--- src/rtl/ucsbece154a_encoder_pkg.sv ---
// Shared kind enumeration, RV32I opcode/funct constants and legality helpers
// for the instruction encoder.
package ucsbece154a_encoder_pkg;

    localparam int unsigned XLEN      = 32;
    localparam int unsigned REG_W     = 5;
    localparam int unsigned KIND_W    = 4;
    localparam int unsigned ERR_CNT_W = 8;

    typedef enum logic [KIND_W-1:0] {
        KIND_ADD  = 4'd0,
        KIND_SUB  = 4'd1,
        KIND_AND  = 4'd2,
        KIND_OR   = 4'd3,
        KIND_SLT  = 4'd4,
        KIND_ADDI = 4'd5,
        KIND_ANDI = 4'd6,
        KIND_ORI  = 4'd7,
        KIND_SLTI = 4'd8,
        KIND_LW   = 4'd9,
        KIND_SW   = 4'd10,
        KIND_BEQ  = 4'd11,
        KIND_JAL  = 4'd12,
        KIND_LUI  = 4'd13
    } kind_e;

    // Opcodes, matching the controller's decode constants
    localparam logic [6:0] OP_RTYPE    = 7'b0110011;
    localparam logic [6:0] OP_ITYPE    = 7'b0010011;
    localparam logic [6:0] OP_LW       = 7'b0000011;
    localparam logic [6:0] OP_SW       = 7'b0100011;
    localparam logic [6:0] OP_BEQ      = 7'b1100011;
    localparam logic [6:0] OP_JAL      = 7'b1101111;
    localparam logic [6:0] OP_LUI      = 7'b0110111;

    localparam logic [2:0] F3_ADD_SUB  = 3'b000;
    localparam logic [2:0] F3_SLT      = 3'b010;
    localparam logic [2:0] F3_OR       = 3'b110;
    localparam logic [2:0] F3_AND      = 3'b111;
    localparam logic [2:0] F3_LW_SW    = 3'b010;
    localparam logic [2:0] F3_BEQ      = 3'b000;

    localparam logic [6:0] F7_DEFAULT  = 7'b0000000;
    localparam logic [6:0] F7_SUB      = 7'b0100000;

    // One abstract instruction request
    typedef struct packed {
        logic [KIND_W-1:0] kind;
        logic [REG_W-1:0]  rd;
        logic [REG_W-1:0]  rs1;
        logic [REG_W-1:0]  rs2;
        logic [XLEN-1:0]   imm;
    } enc_req_t;

    // True when imm survives truncation to a signed field of the given width
    function automatic logic imm_fits(input logic [XLEN-1:0] imm, input int unsigned bits);
        logic [XLEN-1:0] ext;
        ext = XLEN'($signed(imm << (XLEN - bits)) >>> (XLEN - bits));
        return ext == imm;
    endfunction

    function automatic logic [2:0] alu_funct3(input logic [KIND_W-1:0] kind);
        logic [2:0] f3;
        f3 = F3_ADD_SUB;
        case (kind)
            KIND_SLT, KIND_SLTI: f3 = F3_SLT;
            KIND_OR,  KIND_ORI:  f3 = F3_OR;
            KIND_AND, KIND_ANDI: f3 = F3_AND;
            default:             f3 = F3_ADD_SUB;
        endcase
        return f3;
    endfunction

endpackage

--- src/rtl/ucsbece154a_instr_pack.sv ---
// Combinational packer: abstract request -> 32-bit RV32I word plus a legality flag.
module ucsbece154a_instr_pack
    import ucsbece154a_encoder_pkg::*;
(
    input  enc_req_t         req,
    output logic [XLEN-1:0]  word_c,
    output logic             legal_c
);

    logic [2:0] f3;

    assign f3 = alu_funct3(req.kind);

    always_comb begin
        word_c  = '0;
        legal_c = 1'b0;
        case (req.kind)
            KIND_ADD, KIND_SUB, KIND_AND, KIND_OR, KIND_SLT: begin
                legal_c = 1'b1;
                word_c  = {(req.kind == KIND_SUB) ? F7_SUB : F7_DEFAULT,
                           req.rs2, req.rs1, f3, req.rd, OP_RTYPE};
            end
            KIND_ADDI, KIND_ANDI, KIND_ORI, KIND_SLTI: begin
                legal_c = imm_fits(req.imm, 12);
                word_c  = {req.imm[11:0], req.rs1, f3, req.rd, OP_ITYPE};
            end
            KIND_LW: begin
                legal_c = imm_fits(req.imm, 12);
                word_c  = {req.imm[11:0], req.rs1, F3_LW_SW, req.rd, OP_LW};
            end
            KIND_SW: begin
                legal_c = imm_fits(req.imm, 12);
                word_c  = {req.imm[11:5], req.rs2, req.rs1, F3_LW_SW,
                           req.imm[4:0], OP_SW};
            end
            // Branch and jump offsets are halfword aligned; bit 0 is never encoded
            KIND_BEQ: begin
                legal_c = imm_fits(req.imm, 13) & ~req.imm[0];
                word_c  = {req.imm[12], req.imm[10:5], req.rs2, req.rs1, F3_BEQ,
                           req.imm[4:1], req.imm[11], OP_BEQ};
            end
            KIND_JAL: begin
                legal_c = imm_fits(req.imm, 21) & ~req.imm[0];
                word_c  = {req.imm[20], req.imm[10:1], req.imm[11], req.imm[19:12],
                           req.rd, OP_JAL};
            end
            KIND_LUI: begin
                legal_c = (req.imm[11:0] == 12'h000);
                word_c  = {req.imm[31:12], req.rd, OP_LUI};
            end
            default: begin
                word_c  = '0;
                legal_c = 1'b0;
            end
        endcase
    end

endmodule

--- src/rtl/ucsbece154a_instr_encoder.sv ---
// Request-to-RV32I encoder with a one-deep output stage, word addressing,
// capacity limit and rejected-request accounting.
module ucsbece154a_instr_encoder
    import ucsbece154a_encoder_pkg::*;
#(
    parameter logic [31:0] BASE_ADDR  = 32'h0000_0000,
    parameter int unsigned IMEM_WORDS = 64
) (
    input  logic        clk,
    input  logic        reset,
    input  logic        clear_i,
    input  logic        req_valid_i,
    output logic        req_ready_o,
    input  logic [3:0]  kind_i,
    input  logic [4:0]  rd_i,
    input  logic [4:0]  rs1_i,
    input  logic [4:0]  rs2_i,
    input  logic [31:0] imm_i,
    output logic        instr_valid_o,
    input  logic        instr_ready_i,
    output logic [31:0] instr_o,
    output logic [31:0] instr_addr_o,
    output logic        full_o,
    output logic        err_o,
    output logic [7:0]  err_count_o
);

    localparam int unsigned CNT_W = $clog2(IMEM_WORDS + 1);

    enc_req_t               req;
    logic [XLEN-1:0]        pack_word;
    logic                   pack_legal;

    logic                   restart;
    logic                   last_slot;
    logic                   hs_req;
    logic                   hs_out;

    logic [CNT_W-1:0]       emit_cnt;
    logic [CNT_W-1:0]       emit_cnt_n;
    logic                   valid_n;
    logic [XLEN-1:0]        instr_n;
    logic [XLEN-1:0]        addr_n;
    logic                   full_n;
    logic                   err_n;
    logic [ERR_CNT_W-1:0]   err_cnt_n;

    assign req.kind = kind_i;
    assign req.rd   = rd_i;
    assign req.rs1  = rs1_i;
    assign req.rs2  = rs2_i;
    assign req.imm  = imm_i;

    ucsbece154a_instr_pack u_pack (
        .req     (req),
        .word_c  (pack_word),
        .legal_c (pack_legal)
    );

    assign restart = reset | clear_i;

    // The buffered word already claims the final slot, so admitting another
    // would push the emitted total past IMEM_WORDS.
    assign last_slot = instr_valid_o & (emit_cnt == CNT_W'(IMEM_WORDS - 1));

    assign req_ready_o = ~restart & ~full_o & ~last_slot &
                         (~instr_valid_o | instr_ready_i);
    assign hs_req      = req_valid_i & req_ready_o;
    assign hs_out      = instr_valid_o & instr_ready_i;

    // Next-state for output stage, counters and error accounting
    always_comb begin
        valid_n    = instr_valid_o;
        instr_n    = instr_o;
        addr_n     = instr_addr_o;
        emit_cnt_n = emit_cnt;
        full_n     = full_o;
        err_n      = err_o;
        err_cnt_n  = err_count_o;

        if (hs_out) begin
            valid_n    = 1'b0;
            emit_cnt_n = emit_cnt + CNT_W'(1);
            addr_n     = instr_addr_o + 32'd4;
            full_n     = (emit_cnt_n == CNT_W'(IMEM_WORDS));
        end

        if (hs_req) begin
            if (pack_legal) begin
                valid_n = 1'b1;
                instr_n = pack_word;
            end else begin
                err_n = 1'b1;
                if (err_count_o != {ERR_CNT_W{1'b1}}) begin
                    err_cnt_n = err_count_o + ERR_CNT_W'(1);
                end
            end
        end
    end

    always_ff @(posedge clk) begin
        if (restart) begin
            instr_valid_o <= 1'b0;
            instr_o       <= '0;
            instr_addr_o  <= BASE_ADDR;
            emit_cnt      <= '0;
            full_o        <= 1'b0;
            err_o         <= 1'b0;
            err_count_o   <= '0;
        end else begin
            instr_valid_o <= valid_n;
            instr_o       <= instr_n;
            instr_addr_o  <= addr_n;
            emit_cnt      <= emit_cnt_n;
            full_o        <= full_n;
            err_o         <= err_n;
            err_count_o   <= err_cnt_n;
        end
    end

endmodule
--- config.mk ---
export PLATFORM = sky130hd
export DESIGN_NAME = ucsbece154a_instr_encoder
export DESIGN_NICKNAME = d
export VERILOG_FILES = /design/src/rtl/ucsbece154a_encoder_pkg.sv /design/src/rtl/ucsbece154a_instr_pack.sv /design/src/rtl/ucsbece154a_instr_encoder.sv
export SDC_FILE = /design/constraint.sdc
export NUM_CORES = 1
export LEC_CHECK = 0
export BUFFER_PORTS_ARGS = -buffer_cell sky130_fd_sc_hd__clkbuf_2
export CORE_MARGIN = 3
export CORE_UTILIZATION = 52
export DETAILED_ROUTE_END_ITERATION = 10
export MAX_ROUTING_LAYER = met4
export PLACE_DENSITY = 0.78
export SLEW_MARGIN = 20
export SYNTH_ARGS = -nofsm -noshare
export SYNTH_HDL_FRONTEND = slang
export SYNTH_SLANG_ARGS = --single-unit
--- constraint.sdc ---
create_clock -name clk -period 4.8 [get_ports clk]
set_input_delay 0.96 -clock clk [delete_from_list [all_inputs] [get_ports clk]]
set_output_delay 0.96 -clock clk [all_outputs]
set_load 0.03 [all_outputs]
==> impl_metrics.toml <==
[final_layout]
area_growth_pct = 19.6
final_util_pct = 65.2
fin_nets = 708
design_area_um2 = 5110
diodes = 0
drive_gt1_share_pct = 24.6

[route]
ant_nets = 0
drc = 0
wl_um = 12000
wl_per_cell_um = 15.8
drtIter0Drc = 272
route.vias.total = 4462
vias_per_cell = 5.90
first_pass_iters = 5

[synthesis]
ys_ff_latch = 79
synth-edff-count = 0
ys_top_cells_by_count = "79 x dfxtp_1, 53 x nor2_1, 47 x nand3_1"
avgSynthCellArea_um2 = 7.89
synthArstFlopShare_pct = 0
synthCells = 542
synthDistinctLibCells = 56
synth_top_area_cell = "dfxtp_1"
syn-cell-area_um2 = 4270
yosysSeqAreaShare_pct = 37.0
synth_area_leaders = "dfxtp_1 37%, nand3_1 5.5%, o21ai_0 5.2%"
ys.flop_type = "dfxtp_1"
yosysMostFrequentCell = "dfxtp_1"
yosysWarnings = 0
synth_top_area_share_pct = 37.0

[cts]
cts_setup_buffers = 0
h-tree-depth = 3
cts_root_buffer = "clkbuf_8"
cts_tree = "built"
hold_buffers = 0
cts_buffers = 9
cts.reportedPaths.clkPinSlew_ps = 80
clk_latency_ps = 350
cts.repair.resized = 0
clock_sinks = 79
cts_max_path_buffers = 2

[sta]
tns_ps = 0
worstMarginPinSlew_ps = 1040
setup_viol = 0
rsz0062_at_grt = "no"
period_share_pct = 69.7
finalWorstPathRequiredPeriod_ps = 3350
hold_viol = 0
relSlewSlack_pct = 30.5
holdWs_ps = 479
max_freq_mhz = 299
finalMaxSlewViolations = 0
fin_skew_ps = 19.6

[pwr]
leakage_nw = 2.05
powerDensity_nw_per_um2 = 262
ir_drop_mv = 0.155

[floorplan]
die_width_um = 96.7
rows = 32
initial_core_util_pct = 54.5
core_area_um2 = 7850
ios = 132
die_h_um = 96.7
die-area_um2 = 9340

[place]
gp_congestion = 0.931
numPortBuffers = 129
placed_area_um2 = 4900
hpwl_um = 8950

[critical_path]
critPathKind = "in -> reg"
crit_fanout = 62
crit_path_end_kind = "flip-flop"
worst-endpoint-arrival_ps = 3540
startpoint_type = "input port"
cp.required_ps = 4990

[grt]
overflow = 0
grt_use_total_pct = 25.7
grt_pass1_vias = 4032
grt_pass1_wl_um = 19800
antenna_found_initial = 0
grt_max_degree = 63

[worst_hold_path]
hold_path.class = "reg -> reg"

[status]
status = "complete, no violations"

[run]
drv_cap = 0
==> critical path, cell delays in order <==
cell	delay, ps
clkbuf_2	330
nand2b_1	290
nor2_2	310
o21ai_0	120
or4_1	530
a31o_2	570
a221oi_2	340
nor3_2	50
==> stage by stage <==
stage / cells / power, W / setup WS, ps
after floorplan: 543 / 0.000772 / 1710
after global placement: 740 / 0.000828 / 1190
after detailed placement: 740 / 0.000830 / 1140
after CTS: 756 / 0.00135 / 1500
after global routing: 756 / 0.00139 / 1310
final: 756 / 0.00134 / 1450
==> final timing paths <==
check	startpoint	to	slack (ps)	depth (start not counted)
min reg2reg	instr_o[9]	instr_o[9]	480	2
max	kind_i[3]	instr_o[27]	1450	8
min	instr_o[9]	instr_o[9]	480	2
max reg2reg	instr_valid_o	instr_addr_o[31]	2220	6
==> per-layer routing <==
metal	up-vias	GRT usage, %	routed length, um
met5	-	-	0
met4	0	5.40	164
met3	16	5.77	1020
met2	207	39.4	5450
met1	2053	35.1	5320
li1	2186	-	-
==> state kept, by name (all words and copies together) (netlist names) <==
name,count
instr_o,31
instr_addr_o,30
err_count_o,8
emit_cnt,7
err_o,1
full_o,1
instr_valid_o,1
==> cell usage in the layout, fill, tap and decap left out, types with 4 or more instances in the layout <==
| master | instances |
|---|---|
| or4_1 | 5 |
| nand4_1 | 13 |
| o31ai_1 | 4 |
| and2_1 | 7 |
| nand3_1 | 47 |
| mux2i_1 | 5 |
| o21ai_0 | 44 |
| clkbuf_2 | 129 |
| nor2_1 | 52 |
| nor4_1 | 5 |
| a221oi_2 | 4 |
| dfxtp_1 | 79 |
| or3_1 | 12 |
| and3_1 | 19 |
| nor3b_1 | 4 |
| clkbuf_8 | 10 |
| nand2_1 | 40 |
| nor3_1 | 15 |
| inv_1 | 8 |
| nor2b_1 | 12 |
| xor2_1 | 16 |
| a21oi_1 | 42 |
| a221oi_1 | 7 |
| a32oi_1 | 5 |
| o2bb2ai_1 | 6 |
| xnor2_1 | 14 |
==> logic make-up (layout without fill, tap and decap cells) <==
family	after synthesis	count (layout)	synth area share [%]
adder cells (fa/ha/maj)	3	3	0.878
other	1	2	0.0877
AO/OA/AOI/OAI	131	131	19.7
buffers and inverters	43	154	4.45
multiplexers	5	5	1.17
AND/OR/NAND/NOR	250	250	30.6
flip-flops	79	79	37.0
XOR/XNOR	30	30	6.15
==> area by class of cell <==
type	count	area, um2
Inverter	8	30.0
Clock buffer	10	138
Sequential cell	79	1580
Timing Repair Buffer	130	653
Tap cell	102	128
Clock inverter	6	75.1
Multi-Input combinational cell	421	2510
Fill cell	713	2730
==> where the power goes <==
group	switching, W	internal [W]	leakage, nW
Sequential	0.00000360	0.000659	0.637
Combinational	0.000103	0.0000520	1.31
Clock	0.000259	0.000263	0.105
No activity file was read; power rests on OpenSTA's default activity.
